===== src/rtl/gpio_cmd_writer.sv =====
// Config-register GPIO bus transmitter: buffers (addr, data, sw) commands in a
// FIFO and plays each one out with a setup / w_clk strobe / hold sequence.
module gpio_cmd_writer #(
  parameter int unsigned FIFO_DEPTH_LOG2 = 4,
  parameter int unsigned SETUP_CYCLES    = 2,
  parameter int unsigned STROBE_CYCLES   = 2,
  parameter int unsigned HOLD_CYCLES     = 2
) (
  input  logic                     clk,
  input  logic                     rst,
  input  logic                     cmd_valid,
  output logic                     cmd_ready,
  input  logic [15:0]              cmd_addr,
  input  logic [7:0]               cmd_data,
  input  logic                     cmd_sw,
  output logic [31:0]              gpio_out,
  output logic                     busy,
  output logic [FIFO_DEPTH_LOG2:0] fifo_count,
  output logic [15:0]              writes_done
);

  localparam int unsigned DEPTH = 2 ** FIFO_DEPTH_LOG2;
  localparam int unsigned CW    = FIFO_DEPTH_LOG2 + 1;
  localparam int unsigned TW    = 16;

  typedef enum logic [1:0] {IDLE, SETUP, STROBE, HOLD} state_t;

  state_t                     state, state_next;
  logic [TW-1:0]              cnt, cnt_next;
  logic [24:0]                mem [DEPTH];
  logic [FIFO_DEPTH_LOG2-1:0] wr_ptr, rd_ptr;
  logic [CW-1:0]              count_next;
  logic                       push, pop, strobe_done, wclk_next;
  logic                       sw_q, wclk_q;
  logic [7:0]                 data_q;
  logic [15:0]                addr_q;

  assign cmd_ready = (fifo_count < CW'(DEPTH));
  assign push      = cmd_valid & cmd_ready;
  assign gpio_out  = {6'b0, sw_q, wclk_q, data_q, addr_q};

  // Each phase counter is loaded with its length and expires when it reads 1,
  // so a phase occupies exactly that many cycles.
  always_comb begin
    state_next  = state;
    cnt_next    = cnt;
    pop         = 1'b0;
    strobe_done = 1'b0;
    wclk_next   = wclk_q;
    case (state)
      IDLE: begin
        wclk_next = 1'b0;
        if (fifo_count != '0) begin
          pop        = 1'b1;
          cnt_next   = TW'(SETUP_CYCLES);
          state_next = SETUP;
        end
      end
      SETUP: begin
        wclk_next = 1'b0;
        if (cnt == TW'(1)) begin
          wclk_next  = 1'b1;
          cnt_next   = TW'(STROBE_CYCLES);
          state_next = STROBE;
        end else begin
          cnt_next = cnt - TW'(1);
        end
      end
      STROBE: begin
        wclk_next = 1'b1;
        if (cnt == TW'(1)) begin
          wclk_next   = 1'b0;
          strobe_done = 1'b1;
          cnt_next    = TW'(HOLD_CYCLES);
          state_next  = HOLD;
        end else begin
          cnt_next = cnt - TW'(1);
        end
      end
      HOLD: begin
        wclk_next = 1'b0;
        if (cnt == TW'(1)) begin
          if (fifo_count != '0) begin
            pop        = 1'b1;
            cnt_next   = TW'(SETUP_CYCLES);
            state_next = SETUP;
          end else begin
            cnt_next   = '0;
            state_next = IDLE;
          end
        end else begin
          cnt_next = cnt - TW'(1);
        end
      end
      default: begin
        wclk_next  = 1'b0;
        cnt_next   = '0;
        state_next = IDLE;
      end
    endcase
    count_next = fifo_count + CW'(push) - CW'(pop);
  end

  always_ff @(posedge clk) begin
    if (push) mem[wr_ptr] <= {cmd_sw, cmd_data, cmd_addr};
  end

  always_ff @(posedge clk) begin
    if (!rst) begin
      state       <= IDLE;
      cnt         <= '0;
      wr_ptr      <= '0;
      rd_ptr      <= '0;
      fifo_count  <= '0;
      sw_q        <= 1'b0;
      wclk_q      <= 1'b0;
      data_q      <= '0;
      addr_q      <= '0;
      writes_done <= '0;
      busy        <= 1'b0;
    end else begin
      state      <= state_next;
      cnt        <= cnt_next;
      fifo_count <= count_next;
      wclk_q     <= wclk_next;
      if (push) wr_ptr <= wr_ptr + 1'b1;
      if (pop) begin
        rd_ptr                   <= rd_ptr + 1'b1;
        {sw_q, data_q, addr_q}   <= mem[rd_ptr];
      end
      writes_done <= writes_done + 16'(strobe_done);
      busy        <= (count_next != '0) || (state_next != IDLE);
    end
  end

endmodule


===== config.mk =====
export PLATFORM = sky130hd
export DESIGN_NAME = gpio_cmd_writer
export DESIGN_NICKNAME = d
export VERILOG_FILES = /design/src/rtl/gpio_cmd_writer.sv
export SDC_FILE = /design/constraint.sdc
export NUM_CORES = 1
export LEC_CHECK = 0
export BUFFER_PORTS_ARGS = -buffer_cell sky130_fd_sc_hd__buf_4
export CAP_MARGIN = 25
export CELL_PAD_IN_SITES_DETAIL_PLACEMENT = 1
export CELL_PAD_IN_SITES_GLOBAL_PLACEMENT = 2
export CORE_ASPECT_RATIO = 0.9
export CORE_UTILIZATION = 30
export DETAILED_ROUTE_END_ITERATION = 8
export GPL_ROUTABILITY_DRIVEN = 0
export PLACE_DENSITY = 0.66
export RECOVER_POWER = 25
export SYNTH_ARGS = -nofsm -noshare
export SYNTH_HDL_FRONTEND = slang
export SYNTH_SLANG_ARGS = --single-unit

===== constraint.sdc =====
create_clock -name clk -period 3.2 [get_ports clk]
set_input_delay 0.64 -clock clk [delete_from_list [all_inputs] [get_ports clk]]
set_output_delay 0.64 -clock clk [all_outputs]
set_load 0.01 [all_outputs]

==> reports/metrics.yaml <==
cts.hold.buffers_added: 0
start_kind: "flop"
avgSynthCellArea_um2: 19.4
synthMuxAreaShare: 0.153
cts_root_buf: "clkbuf_16"
yosys.area_share.xor_xnor: 0.0108
synth_cell_types: 59
drc: 0
clock_skew_ns: 0.0305
seq_power_share: 0.408
worstPathMaxFanout: 2
grt.overflow.total: 0
fp-row-count: 86
cts.sink_count: 474
fp.dieH_um: 238
drive_above_1_share: 0.328
ys_seq_elements: 474
route.antenna.remaining_nets: 0
setup_viol: 0
die_area_um2: 62900
yosys.area.top_type: "edfxtp_1"
synth_fa_ha_area_frac: 0.0145
clk_pin_slew_worst_paths_ns: 0.06
cts_tree: "yes"
clk_latency_ns: 0.59
synthFlopType: "edfxtp_1"
status: "completed"
final_max_slew_viol_count: 0
setup.worst_path.end_class: "flop"
grt_max_degree: 58
synth_most_common_cell: "edfxtp_1"
fmax_mhz: 316
crit_type: "reg -> reg"
drt_first_iter_violations: 757
relSlewSlack: 0.527
worst_pin_slew_ns: 0.710
yosys-top-cells-count: "edfxtp_1, mux4_2, dfxtp_1"
sw_frac_of_total: 0.278
ff2ff_path_depth: 16
power_mw: 18.1
ir_worst_vdd_uv: 468
crit_arrival_ns: 3.64
syn-cell-area_um2: 18600
post_drt_wl_per_cell_um: 22.8
netlist_instances: 957
vias: 9416
placed_area_um2: 20600
yosys_warnings: 0
antenna_found_initial: 2
worstHoldPathType: "in -> reg"
cp.required_ns: 3.67
holdPathStages: 1
p_comb_frac: 0.249
synth.top_cells.by_area: "edfxtp_1, mux4_2, dfxtp_1"
cts_made_buffers: 49
synth.top_cell.area_share: 0.646
finalHoldViolCount: 0
clkPwrFrac: 0.343
seq_area_frac_synth: 0.726
start_util: 0.304
synth_edf_count: 400
cts.path.max_buffers: 3
vias_per_cell: 4.87
finalNetCount: 1151
finalCritPeriodShare: 0.990
area_growth_pct: 20.6
core_um2: 61200
drt_pass1_iterations: 5
hpwl_mm: 25.4
intPower_mw: 13.1
synth_top_family_by_area: "multiplexers"
io_pins: 83
p_switching_mw: 5.03
fin_area_um2: 22400
p_leak_nw: 7.25
fin_crit_ns: 3.17
grt_pass1_vias: 10153
cap_viol_max_count: 0
grt_usage: 0.142
rsz0062_at_grt: "yes"
diodes: 0
yosys.area_share.simple: 0.0399
grt_pass1_wl_mm: 66.2
tns_ns: 0
synth_compound_area_frac: 0.0331
htreeDepth: 2
port_buffers: 76
drt-total-wl_mm: 44.2
die_x_um: 264
p_per_area_nw_per_um2: 807
synthArstFlopShare: 0
## critical path, cell delays in order, from the launching register on
cell      delay, ns
dfxtp_2        0.32
inv_2          0.07
ha_4           0.13
or4b_4         0.47
and4_1         0.22
a21oi_2        0.20
inv_4          0.06
ha_4           0.21
inv_2          0.06
ha_4           0.13
inv_2          0.04
fa_2           0.35
nand2b_4       0.15
a21oi_4        0.14
xnor2_2        0.14
nand3_1        0.10
o31a_1         0.26
## flip-flops by register name, summed over array words and instances, names as in the netlist
register     cells
mem            400
addr_q          16
cnt             16
writes_done     16
data_q           8
fifo_count       5
rd_ptr           4
wr_ptr           4
state            2
busy             1
sw_q             1
wclk_q           1
## path summary, 6_finish.rpt
check / start / to / slack [ns]
worst max register to register: fifo_count[3]$_SDFF_PN0_ / busy$_SDFF_PN0_ / 0.03
worst min register to register: data_q[2]$_SDFFE_PN0P_ / data_q[2]$_SDFFE_PN0P_ / 0.46
worst min-delay path: cmd_addr[0] / mem[6][0]$_DFFE_PP_ / 0.35
worst max-delay path: fifo_count[3]$_SDFF_PN0_ / busy$_SDFF_PN0_ / 0.03
## logic make-up (layout without fill, tap and decap cells)
family                   Yosys count  after routing
flip-flops                       474            474
other                              1              6
adder cells (fa/ha/maj)           21             21
buffers and inverters             93            273
AO/OA/AOI/OAI                     75             75
AND/OR/NAND/NOR                  142            142
multiplexers                     128            128
XOR/XNOR                          23             23
## power groups by stage
stage | registers (mW) | clock network, mW | logic, mW
after floorplan | 7.51 | 0 | 2.83
after global placement | 7.50 | 0 | 4.36
after detailed placement | 7.51 | 0 | 4.38
after CTS | 7.39 | 6.37 | 4.56
after global routing | 7.44 | 6.58 | 4.93
final | 7.38 | 6.20 | 4.51
## repair_timing
| action | in CTS | in global routing |
|---|---|---|
| gates resized for setup | 15 | 0 |
| endpoints found under the setup margin | 1 | 1 |
| pin swaps | 7 | 7 |
| buffers inserted | 3 | 3 |
| hold endpoints to repair | 0 | 0 |
## placed cells by master, fill, tap and decap left out, types with 11 or more instances in the layout
master       n
nand3_1     12
buf_4      106
edfxtp_1   400
dfxtp_1     68
nor2_4      13
ha_1        17
mux4_2     125
inv_1       34
buf_12      11
clkbuf_1    27
nand2_1     21
xor2_1      12
o2bb2ai_1   15
nor2_1      36
clkbuf_16   49
a21oi_1     13
## layer usage
metal	up-vias	part of all wire	GRT usage
li1	4133	-	-
met1	4998	0.45	0.192
met2	210	0.49	0.236
met3	71	0.041	0.0243
met4	4	0.023	0.0414
met5	-	0.00070	0
## stage by stage
stage,setup WS [ns],hold WS [ns],util,std cells
2_1_floorplan,0.00276,0.434,-,962
3_3_place_gp,-0.0501,0.446,0.337,1837
3_5_place_dp,-0.167,0.452,0.337,1837
4_1_cts,-0.0530,0.316,0.367,1931
5_1_grt,-0.0940,0.368,0.366,1934
6_report,0.0318,0.352,0.366,1934
## cell type report
cell class | count | area (µm²)
inverter | 45 | 171
fill | 6011 | 38800
multi-input combinational | 395 | 4900
tap | 792 | 991
sequential | 474 | 13500
clock inverter | 31 | 453
timing repair buffer | 137 | 1090
clock buffer | 60 | 1310
No activity file was read; power rests on OpenSTA's default activity.
